<file path="src/rtl/mem_port_arbiter_pkg.sv">
// Shared types and constants for the IF/DM memory port arbiter.
package mem_port_arbiter_pkg;

  localparam int unsigned WEA_W    = 4;
  localparam int unsigned STREAK_W = 4;
  localparam int unsigned TIMER_W  = 8;

  typedef enum logic [1:0] {
    ST_IDLE    = 2'd0,
    ST_BUSY_IF = 2'd1,
    ST_BUSY_DM = 2'd2
  } state_t;

  // Requester IDs as returned by the grant selector.
  typedef enum logic [1:0] {
    GNT_NONE = 2'd0,
    GNT_IF   = 2'd1,
    GNT_DM   = 2'd2
  } gnt_t;

endpackage

</file>
<file path="src/rtl/mem_port_grant.sv">
// Combinational priority selector: DM wins unless IF has waited MAX_DM_STREAK grants.
module mem_port_grant
  import mem_port_arbiter_pkg::*;
#(
  parameter int unsigned MAX_DM_STREAK = 4
) (
  input  logic                if_elig,
  input  logic                dm_elig,
  input  logic [STREAK_W-1:0] streak,
  output gnt_t                gnt
);

  localparam logic [STREAK_W-1:0] STREAK_LIMIT = STREAK_W'(MAX_DM_STREAK);

  always_comb begin
    gnt = GNT_NONE;
    if (if_elig && dm_elig) begin
      gnt = (streak >= STREAK_LIMIT) ? GNT_IF : GNT_DM;
    end else if (dm_elig) begin
      gnt = GNT_DM;
    end else if (if_elig) begin
      gnt = GNT_IF;
    end
  end

endmodule

</file>
<file path="src/rtl/mem_port_arbiter.sv">
// Shares one single-ported memory between instruction fetch and MEM-stage data access.
module mem_port_arbiter
  import mem_port_arbiter_pkg::*;
#(
  parameter int unsigned AW            = 32,
  parameter int unsigned DW            = 32,
  parameter int unsigned MAX_DM_STREAK = 4,
  parameter int unsigned TIMEOUT       = 255
) (
  input  logic             clk,
  input  logic             rst,
  input  logic             if_req,
  input  logic [AW-1:0]    if_addr,
  output logic             if_ack,
  output logic [DW-1:0]    if_rdata,
  input  logic             dm_req,
  input  logic             dm_we,
  input  logic [WEA_W-1:0] dm_wea,
  input  logic [AW-1:0]    dm_addr,
  input  logic [DW-1:0]    dm_wdata,
  output logic             dm_ack,
  output logic [DW-1:0]    dm_rdata,
  output logic             bus_err,
  output logic             stall_if,
  output logic             stall_dm,
  output logic             mem_req,
  output logic             mem_we,
  output logic [WEA_W-1:0] mem_wea,
  output logic [AW-1:0]    mem_addr,
  output logic [DW-1:0]    mem_wdata,
  input  logic [DW-1:0]    mem_rdata,
  input  logic             mem_ready
);

  localparam logic [TIMER_W-1:0] TIMER_LAST = TIMER_W'(TIMEOUT - 1);

  state_t              state;
  logic [STREAK_W-1:0] streak;
  logic [TIMER_W-1:0]  timer;
  logic                if_elig;
  logic                dm_elig;
  gnt_t                gnt;

  // A requester still holding req during its ack cycle must not be regranted.
  assign if_elig  = if_req & ~if_ack;
  assign dm_elig  = dm_req & ~dm_ack;
  assign stall_if = if_req & ~if_ack;
  assign stall_dm = dm_req & ~dm_ack;

  mem_port_grant #(
    .MAX_DM_STREAK(MAX_DM_STREAK)
  ) u_grant (
    .if_elig(if_elig),
    .dm_elig(dm_elig),
    .streak (streak),
    .gnt    (gnt)
  );

  always_ff @(posedge clk) begin
    if (rst) begin
      state     <= ST_IDLE;
      streak    <= '0;
      timer     <= '0;
      if_ack    <= 1'b0;
      dm_ack    <= 1'b0;
      bus_err   <= 1'b0;
      if_rdata  <= '0;
      dm_rdata  <= '0;
      mem_req   <= 1'b0;
      mem_we    <= 1'b0;
      mem_wea   <= '0;
      mem_addr  <= '0;
      mem_wdata <= '0;
    end else begin
      if_ack  <= 1'b0;
      dm_ack  <= 1'b0;
      bus_err <= 1'b0;
      unique case (state)
        ST_IDLE: begin
          unique case (gnt)
            GNT_IF: begin
              state     <= ST_BUSY_IF;
              mem_req   <= 1'b1;
              mem_we    <= 1'b0;
              mem_wea   <= '0;
              mem_addr  <= if_addr;
              mem_wdata <= '0;
              timer     <= '0;
              streak    <= '0;
            end
            GNT_DM: begin
              state     <= ST_BUSY_DM;
              mem_req   <= 1'b1;
              mem_we    <= dm_we;
              mem_wea   <= dm_we ? dm_wea : '0;
              mem_addr  <= dm_addr;
              mem_wdata <= dm_wdata;
              timer     <= '0;
              if (!if_req) begin
                streak <= '0;
              end else if (streak != '1) begin
                streak <= streak + 1'b1;
              end
            end
            default: ;
          endcase
        end
        ST_BUSY_IF, ST_BUSY_DM: begin
          if (mem_ready || (timer == TIMER_LAST)) begin
            state   <= ST_IDLE;
            mem_req <= 1'b0;
            bus_err <= ~mem_ready;
            if (state == ST_BUSY_IF) begin
              if_ack   <= 1'b1;
              if_rdata <= mem_ready ? mem_rdata : '0;
            end else begin
              dm_ack   <= 1'b1;
              dm_rdata <= (mem_ready && !mem_we) ? mem_rdata : '0;
            end
          end else begin
            timer <= timer + 1'b1;
          end
        end
        default: state <= ST_IDLE;
      endcase
    end
  end

endmodule

</file>
<file path="config.mk">
export PLATFORM = sky130hd
export DESIGN_NAME = mem_port_arbiter
export DESIGN_NICKNAME = d
export VERILOG_FILES = /design/src/rtl/mem_port_arbiter_pkg.sv /design/src/rtl/mem_port_grant.sv /design/src/rtl/mem_port_arbiter.sv
export SDC_FILE = /design/constraint.sdc
export NUM_CORES = 1
export LEC_CHECK = 0
export CORE_MARGIN = 2
export CORE_UTILIZATION = 45
export CTS_CLUSTER_DIAMETER = 120
export CTS_CLUSTER_SIZE = 16
export DETAILED_ROUTE_END_ITERATION = 8
export HOLD_SLACK_MARGIN = 0.08
export PLACE_DENSITY_LB_ADDON = 0.2
export SLEW_MARGIN = 25
export SYNTH_ARGS = -nofsm -noshare
export SYNTH_HDL_FRONTEND = slang
export SYNTH_SLANG_ARGS = --single-unit
</file>
<file path="constraint.sdc">
create_clock -name clk -period 4.9 [get_ports clk]
set_input_delay 0.98 -clock clk [delete_from_list [all_inputs] [get_ports clk]]
set_output_delay 0.98 -clock clk [all_outputs]
set_load 0.005 [all_outputs]
</file>
==> impl_results.md <==
- Filler instances: a little under 1,000
- Clock transition at path regs: 0.06 ns
- Reg area: between 3000 and 4000 sq um
- Cell count after synthesis: 648
- Commonest cells post-synth: dfxtp_1, nor2_1, nand2_1, a21oi_1, o21ai_0
- Clk sinks: between 150 and 200
- Resized Gates After CTS: 0
- Cts bufs inserted: 17
- Routed wire per std cell: about 18 microns
- R2r startpoint: state[1]
- Syn Nets: 791
- Die area: 14,500 sq um
- Final setup violation count: 0
- Largest net degree at the start of global routing: 80
- Core footprint: between 10,000 and 15,000 sq um
- DRC Markers: 0
- Final period utilization: 0.691
- Slew headroom: 0.372
- Fmax: between 200 and 300 MHz
- RSZ-0062 raised after global routing: no
- Critical path destination: stall_if
- Number of DRC markers in iteration 0: about 480
- Combinational share of power: 0.222
- Setup TNS: 0 ns
- Final core utilization: 0.718
- Share of the synthesized area in the top cell type: 0.497
- Max_cap viols: 0
- RD Place Congestion: between 0.8 and 0.9
- Die height: 120 microns
- Post-CTS Setup Bufs: 0
- Initial antenna violation count: 0
- Post-synth EDFFs: 0
- WP data arrival: approximately 2.4 ns
- Vias per Instance: roughly 5.7
- VDD IR max: 0.190 mV
- 1st-pass router iterations: 5
- Sequential Power Share: 0.391
- WS Path Type: input pin to primary output
- Sequential-to-total area share from yosys stat: 0.497
- HPWL after DPL: approximately 13,000 microns
- Seq cells post-synth: roughly 150
- Nets@finish: slightly above 1,000
- Clock power frac: 0.387
- Clock period minus worst slack: 3.39 ns
- Root Buffer: clkbuf_16
- Area grow syn2layout: 56.2%
- CP Launch Type: input pin
- WP data required: between 3 and 4 ns
- Buffers added on ports: between 200 and 300
- H-tree level count: 4
- Number of distinct library cells after synthesis: 56
- Clk_lat worst skew: 0.42 ns
- Final Hold Vio Count: 0
- Global-route wire length before repair: between 30,000 and 40,000 microns
- Antenna diodes: 0
- Share of cells above drive strength 1: 0.0837
- Sw Pwr: roughly 950 uW
- Status: finished, final reports clean
- Most numerous cell in the Yosys netlist: dfxtp_1
- Worst Skew: approximately 0.0058 ns
- Global Route Usage Sum: 0.262
- Initial Util: 0.459
- Avg Cell Area, Syn: around 9.4 sq um
- FF-to-FF End: if_rdata[12]
- Global route overflow: 0
- Worst min-delay path category: flip-flop to flip-flop
- Routed Wire Length: between 15,000 and 20,000 microns
- Worst R2R Setup Slack: 2.47 ns
- Synth Flop Type: dfxtp_1
- Rows: 42
- Area of the multi-input gates: 2750 sq um
- Leakage Power: between 0.003 and 0.004 uW
- Min-delay src: dm_rdata[2]
- CP max FO: 8
- P_int: 2600 uW
- Worst-margin pin slew: 0.940 ns
- Crit. End Element: primary output
- FF-to-FF path depth: 6
- Hold_buf cts: 0
- CP startpoint: if_req
- Vias in the first global route: roughly 6,000
- Num ports: ~280
- Leading area contributor after synthesis: dfxtp_1
- Number of synthesis warnings: 0
- Via count: a little over 6,000
- Cell area after synthesis: ~6000 sq um
- ANT nets after route: 0
- Synth top area cells: dfxtp_1, a311oi_1, a22o_1
- Pins Over Slew Limit: 0
- TritonCTS clock tree: yes
- Synth async-reset ratio: 0
- P per Cell Area: around 370 nW/um^2
- Sw Ratio: 0.267
- Max clock buf depth: 2
- Die width: 120 microns
## how the worst min path moves through the flow
stage	to	depth (start not counted)	slack (ns)
detailed placement	if_rdata[15]	1	0.46
global route	dm_rdata[11]	2	0.50
finish	dm_rdata[2]	2	0.47
global placement	dm_rdata[10]	2	0.46
floorplan	state[1]	2	0.45
CTS	dm_rdata[12]	2	0.48
## final cells by class
class,instances,share of cell area
Clock buffer,20,0.0470
Clock inverter,12,0.0183
Inverter,8,0.00421
Multi-Input combinational cell,430,0.289
Sequential cell,151,0.318
Tap cell,176,0.0232
Timing Repair Buffer,287,0.300
## sequential cells by signal (all words and copies together), names as in the netlist
signal / flops
bus_err: 1
dm_ack: 1
dm_rdata: 32
if_ack: 1
if_rdata: 32
mem_addr: 32
mem_req: 1
mem_wdata: 32
mem_we: 1
mem_wea: 4
state: 2
streak: 4
timer: 8
## layout by cell type, fill, tap and decap left out, drive strengths merged, types with 4 or more instances in the layout
| master | n |
|---|---|
| a21oi | 47 |
| a22o | 32 |
| a22oi | 33 |
| a311oi | 33 |
| a32oi | 4 |
| buf | 12 |
| bufinv | 4 |
| clkbuf | 20 |
| clkdlybuf4s50 | 275 |
| clkinv | 6 |
| dfxtp | 151 |
| ha | 5 |
| inv | 9 |
| nand2 | 70 |
| nand3 | 9 |
| nand4 | 4 |
| nand4b | 32 |
| nor2 | 73 |
| nor3 | 4 |
| o21ai | 45 |
| or4 | 4 |
## layer usage
metal,up-vias,GRT usage,share of wire
met5,-,0,0
met4,0,0.125,0.034
met3,45,0.0670,0.068
met2,252,0.439,0.48
met1,2957,0.315,0.41
li1,2877,-,-
## worst max-delay path, cell delays in order
cell,delay (ns)
clkdlybuf4s50_1,0.63
nand2b_4,0.13
clkinv_4,0.13
clkdlybuf4s50_1,0.54
## power groups by stage
stage / combinational, uW / sequential [uW] / clock, uW
finish: 787 / 1380 / 1370
global route: 853 / 1390 / 1460
CTS: 789 / 1380 / 1400
detailed placement: 783 / 1410 / 0
global placement: 757 / 1400 / 0
floorplan: 392 / 1410 / 0
## through the flow
stage               instance area [sq um]  hold WS [ns]  total power, uW  std cells  setup slack [ns]
floorplan                            6080         0.450             1800        648              2.70
global placement                     8860         0.457             2160       1051              1.59
detailed placement                   8880         0.463             2190       1052              1.55
CTS                                  9500         0.476             3570       1084              1.53
global route                         9500         0.496             3700       1084              1.48
finish                               9500         0.474             3540       1084              1.51
## cells by family (layout without fill, tap and decap cells)
group / Yosys count / count (layout) / synth area share
AOI/OAI and AO/OA: 213 / 213 / 0.258
and+or+nand+nor: 211 / 211 / 0.176
DFF: 151 / 151 / 0.497
buffers and inverters: 67 / 327 / 0.0570
adders and majority gates: 5 / 5 / 0.0103
xor gates and xnor gates: 1 / 1 / 0.00144
(Power assumes the default switching activity.)
